<file path="src/rtl/read_arbiter.sv">
// read_arbiter: round-robin sharing of one read slave among NUM_MASTERS requesters, one transaction at a time.
// Define READ_ARB_TIMEOUT_EN to end a stalled slave access with SLVERR after TIMEOUT_CYCLES.
module read_arbiter #(
  parameter int NUM_MASTERS    = 4,
  parameter int ADDR_WIDTH     = 8,
  parameter int DATA_WIDTH     = 32,
  parameter int TIMEOUT_CYCLES = 16
) (
  input  logic                              clk,
  input  logic                              rst,
  input  logic [NUM_MASTERS-1:0]            m_valid,
  input  logic [NUM_MASTERS*ADDR_WIDTH-1:0] m_addr,
  input  logic [NUM_MASTERS*4-1:0]          m_id,
  output logic [NUM_MASTERS-1:0]            m_ready,
  output logic [DATA_WIDTH-1:0]             m_data,
  output logic [1:0]                        m_resp,
  output logic                              s_valid,
  output logic [ADDR_WIDTH-1:0]             s_addr,
  output logic [3:0]                        s_id,
  input  logic                              s_ready,
  input  logic [DATA_WIDTH-1:0]             s_data,
  input  logic [1:0]                        s_resp,
  output logic                              busy
);
  localparam int IW = $clog2(NUM_MASTERS);
  typedef enum logic [1:0] {IDLE, ISSUE, RESP} state_t;
  state_t state;
  logic [IW-1:0] ptr, g, pick, idx, nxt_ptr;
  logic found;
`ifdef READ_ARB_TIMEOUT_EN
  localparam int CW = $clog2(TIMEOUT_CYCLES + 1);
  logic [CW-1:0] cnt;
`endif
  always_comb begin
    found = 1'b0;
    pick = '0;
    idx = '0;
    for (int i = 0; i < NUM_MASTERS; i++) begin
      idx = IW'((int'(ptr) + i) % NUM_MASTERS);
      if (!found && m_valid[idx]) begin
        found = 1'b1;
        pick = idx;
      end
    end
    nxt_ptr = (pick == IW'(NUM_MASTERS - 1)) ? '0 : pick + 1'b1;
  end
  always_ff @(posedge clk) begin
    if (rst) begin
      state   <= IDLE;
      ptr     <= '0;
      g       <= '0;
      m_ready <= '0;
      m_data  <= '0;
      m_resp  <= '0;
      s_valid <= 1'b0;
      s_addr  <= '0;
      s_id    <= '0;
      busy    <= 1'b0;
`ifdef READ_ARB_TIMEOUT_EN
      cnt     <= '0;
`endif
    end else begin
      case (state)
        IDLE: if (found) begin
          g       <= pick;
          ptr     <= nxt_ptr;
          s_addr  <= m_addr[pick*ADDR_WIDTH +: ADDR_WIDTH];
          s_id    <= m_id[pick*4 +: 4];
          s_valid <= 1'b1;
          busy    <= 1'b1;
          state   <= ISSUE;
`ifdef READ_ARB_TIMEOUT_EN
          cnt     <= '0;
`endif
        end
        ISSUE: if (s_ready) begin
          s_valid <= 1'b0;
          m_ready <= NUM_MASTERS'(1) << g;
          m_data  <= s_data;
          m_resp  <= s_resp;
          state   <= RESP;
        end
`ifdef READ_ARB_TIMEOUT_EN
        else if (cnt == CW'(TIMEOUT_CYCLES - 1)) begin
          s_valid <= 1'b0;
          m_ready <= NUM_MASTERS'(1) << g;
          m_data  <= '0;
          m_resp  <= 2'b10;
          state   <= RESP;
        end else cnt <= cnt + 1'b1;
`endif
        RESP: begin
          m_ready <= '0;
          busy    <= 1'b0;
          state   <= IDLE;
        end
        default: state <= IDLE;
      endcase
    end
  end
endmodule
</file>
<file path="config.mk">
export PLATFORM = sky130hd
export DESIGN_NAME = read_arbiter
export DESIGN_NICKNAME = d
export VERILOG_FILES = /design/src/rtl/read_arbiter.sv
export SDC_FILE = /design/constraint.sdc
export NUM_CORES = 1
export LEC_CHECK = 0
export ABC_AREA = 1
export CAP_MARGIN = 20
export CELL_PAD_IN_SITES_DETAIL_PLACEMENT = 0
export CELL_PAD_IN_SITES_GLOBAL_PLACEMENT = 2
export CORE_MARGIN = 2
export CORE_UTILIZATION = 22
export CTS_CLUSTER_DIAMETER = 120
export CTS_CLUSTER_SIZE = 16
export DETAILED_ROUTE_END_ITERATION = 8
export PLACE_DENSITY_LB_ADDON = 0.1
export SYNTH_ARGS = -nofsm -noshare
export SYNTH_HDL_FRONTEND = slang
export SYNTH_SLANG_ARGS = --single-unit
</file>
<file path="constraint.sdc">
create_clock -name clk -period 3 [get_ports clk]
set_input_delay 0.6 -clock clk [delete_from_list [all_inputs] [get_ports clk]]
set_output_delay 0.6 -clock clk [all_outputs]
set_load 0.01 [all_outputs]
</file>
==> run metrics, run 1 <==
result of the run=complete, no violations; most frequent cells after synthesis=sky130_fd_sc_hd__nand2_1, sky130_fd_sc_hd__inv_1, sky130_fd_sc_hd__dfxtp_1; clock-pin slew on the worst setup and hold paths=0.05 ns; Worst Setup Path Type=in2reg; post-CTS setup buffer count=0; Total Negative Setup Slacks=0 ns; ports placed on the boundary=141; met1 track demand over resource in global routing=0.173; total number of yosys warnings=0; vias in the first global route=3,328; initial core utilization=0.227; DRC violation count after routing=0; worst path required time=3.27 ns; number of hold violations in the final report=0; critical path cell sequence=clkdlybuf4s50_1 > inv_1 > nand2_1 > nand3_1 > nand2_1 > nor2_4 > nand3_1 > nand3_1 > nand2_2 > inv_2 > nand3_1 > nand3_1 > nand2_1 > inv_1; setup skew after layout=0.00487 ns; final weighted congestion of routability-driven global placement=0.735; critical-path maximum fanout=14; distinct cell type count of the synthesized netlist=23; via count=3,341; global-route wire length before repair=between 15,000 and 20,000 um; Max-Slew Margin vs Limit=0.616; area added between synthesis and finish=61.5%; Gate Count Post-Synth=between 400 and 500; initial antenna violation count=0; number of placement rows=42; overall die area=around 15,000 um^2; setup-violating endpoint count in the final report=0; Tcrit/Tclk final=0.775; global route overflow=0; Total Routed Length=between 9000 and 10,000 um; GR Util All Layers=0.142; power density over the cells=between 800 and 900 nW/um^2; cts bufs inserted=9; maximum number of buffers from clock root to sink=2; max-slew violation total from the final report=0; number of diodes=0; Worst VDD drop=about 280 uV; instance area at placement=4550 um^2; worst slew pin tran=0.576 ns; clock root cell=sky130_fd_sc_hd__clkbuf_16; classification of the worst-slack hold path=reg2reg; max incr delay on CP=0.42 ns; crit path max-delay cell type=sky130_fd_sc_hd__clkdlybuf4s50_1; post-route worst hold slack=0.456 ns; final period demand of the worst path=roughly 2.3 ns; number of maximum-capacitance constraint violations=0; count of TritonRoute iterations in the first routing pass=4; total area of multi-input combinational cells=1420 um^2; setup repair after global routing missed its margin=false; hold bufs inserted after CTS=0; synthesized cell area=3020 um^2; portion of the post-synthesis area used by sequential elements=0.385; met3 global-route usage=0.0512; Die Width=121 um; capturing element type of the critical path=flip-flop; top cell type by total area after synthesis=sky130_fd_sc_hd__dfxtp_1; register bit count reported by yosys=58; CP arrival=around 2.6 ns; insertion delay of the later-clocked pin in the worst-skew pair=0.32 ns; Register Area=1160 um^2; port bufs=140; half-perimeter wire length after placement=7210 um; most repeated cell in the gate-level netlist after synthesis=sky130_fd_sc_hd__nand2_1; Mapped Avg Cell Area=between 6 and 7 um^2; top flip-flop cell by instance count after synthesis=sky130_fd_sc_hd__dfxtp_1; worst setup slack before clock tree synthesis=0.338 ns; via-per-instance ratio=4.25; CTS-repair resized insts=0; LEAKAGE=0.00217 uW; EDFF count, synth=0; Finished Cell Area=between 4000 and 5000 um^2; average wire per standard cell=12.6 um; met2 Resource Use GR=0.239; clk sinks=58; kind of start point of the critical path=primary input; core region area=13,300 um^2; top cell type's share of synthesized area=0.385; utilization after layout=0.366; Die H=121 um; Most common cell on crit path=sky130_fd_sc_hd__nand3_1; synthesized net count=563; GR peak layer=met2; total number of H-tree levels=3; Final #Nets=695; fill cell instance count of the final layout=1,456; main area contributors after synthesis=sky130_fd_sc_hd__dfxtp_1, sky130_fd_sc_hd__nand2_1, sky130_fd_sc_hd__inv_1; setup ws final=0.675 ns; Max Clock Freq=0.430 GHz; remaining antenna violation count=0; CTS tree=yes; share of cells above drive strength 1=0.0655; Starting DRT DRC Count=150; fraction of synthesis flops using an asynchronous set or reset pin=0; pin count of the biggest net entering global routing=39
-- cells in the final DEF (no fill, tap or decap), drive strengths merged --
| master | n |
|---|---|
| nor3 | 1 |
| buf | 8 |
| bufinv | 2 |
| nor2 | 34 |
| a211oi | 1 |
| inv | 78 |
| o21ai | 3 |
| nand3 | 49 |
| a21oi | 43 |
| nand2 | 156 |
| nand4 | 25 |
| clkinv | 2 |
| clkdlybuf4s50 | 139 |
| clkinvlp | 1 |
| clkbuf | 11 |
| dfxtp | 58 |
-- logic make-up (layout without fill, tap and decap cells) --
family / count (synthesis) / in the layout / share of synthesized area
AND/OR/NAND/NOR: 265 / 265 / 0.390
buffers and inverters: 104 / 241 / 0.146
flip-flops: 58 / 58 / 0.385
AO/OA/AOI/OAI: 47 / 47 / 0.0788
-- metal layers --
layer / wire length (um) / vias to the layer above
li1: - / 1748
met1: 4430 / 1489
met2: 4690 / 97
met3: 740 / 7
met4: 81 / 0
met5: 0 / -
-- critical path: cells and delay by family --
| kind | cells | cell delay (ns) |
|---|---|---|
| and+or+nand+nor | 10 | 1.17 |
| buffers and inverters | 4 | 0.83 |
-- sequential cells by signal (all words and copies together), names as in the netlist --
name / count
state: 2
m_ready: 4
s_valid: 1
s_addr: 8
g: 2
m_data: 32
ptr: 2
s_id: 4
m_resp: 2
busy: 1
-- through the flow --
step,instances,total power (uW)
floorplan,474,2520
global placement,771,3200
detailed placement,771,3190
CTS,787,4320
global route,787,4630
finish,787,4220
-- power by group --
part | switching [uW] | internal [uW] | total (uW)
registers | 112 | 923 | 1040
logic | 1300 | 798 | 2100
clock network | 345 | 746 | 1090
-- path summary, 6_finish.rpt --
kind	slack, ns	depth (start not counted)	start	endpoint
setup reg to reg	0.75	14	ptr[0]	s_addr[2]
setup / recovery	0.67	14	m_valid[1]	s_addr[2]
hold reg to reg	0.46	2	m_data[17]	m_data[17]
hold / removal	0.46	2	m_data[17]	m_data[17]
-- cell type report --
| type | instances | share of cell area |
|---|---|---|
| clock buffers | 11 | 0.0499 |
| inverters | 78 | 0.0617 |
| flip-flops and latches | 58 | 0.238 |
| repair buffers | 147 | 0.298 |
| multi-input cells | 312 | 0.291 |
| clock inverters | 5 | 0.0159 |
| well taps | 176 | 0.0452 |
Power figures use the tool's default switching activity.
==> inputs of run 2 (changes only) <==
--- a/config.mk
+++ b/config.mk
@@ -10,7 +10,7 @@
 export CELL_PAD_IN_SITES_DETAIL_PLACEMENT = 0
 export CELL_PAD_IN_SITES_GLOBAL_PLACEMENT = 2
 export CORE_MARGIN = 2
-export CORE_UTILIZATION = 22
+export CORE_UTILIZATION = 20
 export CTS_CLUSTER_DIAMETER = 120
 export CTS_CLUSTER_SIZE = 16
 export DETAILED_ROUTE_END_ITERATION = 8
==> constraint.sdc (replaced) <==
create_clock -name clk -period 2.4 [get_ports clk]
set_input_delay 0.48 -clock clk [delete_from_list [all_inputs] [get_ports clk]]
set_output_delay 0.48 -clock clk [all_outputs]
set_load 0.01 [all_outputs]
==> run metrics, run 2 (synthesized netlist as in run 1, its figures left out) <==
Largest register FFs=32 (unchanged); LEAKAGE=0.00223 uW (+2.8%); insertion delay of the later-clocked pin in the worst-skew pair=0.33 ns (about the same); global route overflow=0 (unchanged); DRC violation count after routing=0 (unchanged); Die H=127 um (+4.7%); clock root cell=sky130_fd_sc_hd__clkbuf_16; clock-pin slew on the worst setup and hold paths=0.05 ns (about the same); via count=3,370 (+0.87%); max-slew violation total from the final report=0 (unchanged); highest-count cells in the layout ignoring fill and taps=sky130_fd_sc_hd__nand2_1, sky130_fd_sc_hd__clkdlybuf4s50_1, sky130_fd_sc_hd__inv_1; Total Negative Setup Slacks=0 ns (unchanged); setup-violating endpoint count in the final report=0 (unchanged); number of diodes=0 (unchanged); setup skew after layout=0.00437 ns (-0.000503 ns); ports placed on the boundary=141 (unchanged); Total Routed Length=10,700 um (+7.3%); Final #Nets=703 (+1.2%); remaining antenna violation count=0 (unchanged); share of cells above drive strength 1=0.0792 (+0.0137); CTS tree=yes; fill cell instance count of the final layout=1,594 (+9.5%); capturing element type of the critical path=flip-flop; Tcrit/Tclk final=0.848; total number of H-tree levels=3 (unchanged); largest registers=m_data x32, s_addr x8; average wire per standard cell=13.3 um (+5.1%); worst path required time=2.68 ns (-0.59 ns); result of the run=complete, no violations; Worst Setup Path Type=in2reg; half-perimeter wire length after placement=7630 um (+5.8%); Worst VDD drop=486 uV (+73%); number of hold violations in the final report=0 (unchanged); worst slew pin tran=0.668 ns (+0.0922 ns); most frequent standard cell in the layout excluding fill and tap cells=sky130_fd_sc_hd__nand2_1; global-route wire length before repair=17,300 um (+5.2%); core region area=14,600 um^2 (+10%); kind of start point of the critical path=primary input; hold bufs inserted after CTS=0 (unchanged); power density over the cells=1130 nW/um^2 (+31%); Die Width=127 um (+4.7%); initial antenna violation count=0 (unchanged); Max Clock Freq=0.492 GHz; port bufs=140 (unchanged); critical-path maximum fanout=13 (-1); number of placement rows=44 (+4.8%); count of TritonRoute iterations in the first routing pass=5 (+1); register name with the most flops=m_data; GR Util All Layers=0.135 (-0.00655); setup repair after global routing missed its margin=false; cts bufs inserted=9 (unchanged); pin count of the biggest net entering global routing=39 (unchanged); area added between synthesis and finish=65.5%; maximum number of buffers from clock root to sink=2 (unchanged); post-route worst hold slack=0.459 ns (+0.00291 ns); classification of the worst-slack hold path=reg2reg; clk sinks=58 (unchanged); final weighted congestion of routability-driven global placement=0.726 (-1.2%); via-per-instance ratio=4.20 (-1.1%); initial core utilization=0.206 (-0.0209); final period demand of the worst path=2.03 ns; number of maximum-capacitance constraint violations=0 (unchanged); CP arrival=2.31 ns (-0.29 ns); vias in the first global route=3,385 (+1.7%); overall die area=16,100 um^2 (+9.7%); Starting DRT DRC Count=133 (-11%); Max-Slew Margin vs Limit=0.554 (-0.0621)
run 2: worst paths after layout:
check                                 end       start  cells past startpoint  slack, ns
worst max-delay path            s_addr[3]  m_valid[3]                     14       0.37
worst min-delay path            m_data[2]   m_data[2]                      2       0.46
worst max register to register  s_addr[3]      ptr[0]                     14       0.48
worst min register to register  m_data[2]   m_data[2]                      2       0.46
run 2: layout make-up:
class	instances	area [um^2]	area share
Timing Repair Buffer	155	1560	0.312
Clock buffer	11	243	0.0486
Tap cell	184	230	0.0461
Inverter	78	300	0.0602
Multi-Input combinational cell	312	1420	0.284
Sequential cell	58	1160	0.233
Clock inverter	5	77.6	0.0155
run 2: repair_timing:
action | in CTS | in global routing
resized for setup | 0 | 1
setup buffers | 0 | 0
endpoints found under the setup margin | 0 | 1
run 2: layer usage:
layer,up-vias,GRT usage,wire length [um]
li1,1764,-,-
met1,1490,0.175,5100
met2,107,0.214,4730
met3,9,0.0468,707
met4,0,0.0388,118
met5,-,0,0
run 2: worst max-delay path, stage by stage:
cell and delay, ns:
sky130_fd_sc_hd__clkdlybuf4s50_1 0.43, sky130_fd_sc_hd__inv_1 0.08, sky130_fd_sc_hd__nand2_1 0.07, sky130_fd_sc_hd__nand3_1 0.11, sky130_fd_sc_hd__nand2_1 0.12, sky130_fd_sc_hd__nor2_4 0.18
sky130_fd_sc_hd__nand3_1 0.08, sky130_fd_sc_hd__nand3_1 0.08, sky130_fd_sc_hd__nand2_2 0.10, sky130_fd_sc_hd__inv_2 0.23, sky130_fd_sc_hd__nand3_1 0.11, sky130_fd_sc_hd__nand3_1 0.11
sky130_fd_sc_hd__nand2_1 0.06, sky130_fd_sc_hd__inv_1 0.05
run 2: metrics by stage:
step / cells / setup slack (ns) / cell area [um^2] / power [uW] / utilization
after floorplan: 474 / 0.689 / 3020 / 3140 / -
after global placement: 787 / 0.0275 / 4670 / 4320 / 0.319
after detailed placement: 787 / 0.00915 / 4670 / 4320 / 0.319
after CTS: 803 / 0.293 / 4990 / 5780 / 0.341
after global routing: 803 / 0.104 / 4990 / 6170 / 0.341
final: 803 / 0.366 / 4990 / 5660 / 0.341
run 2: power breakdown:
group,switching [uW],internal [uW]
sequential,140,1160
combinational,1700,1270
clock,465,933
total,2300,3360
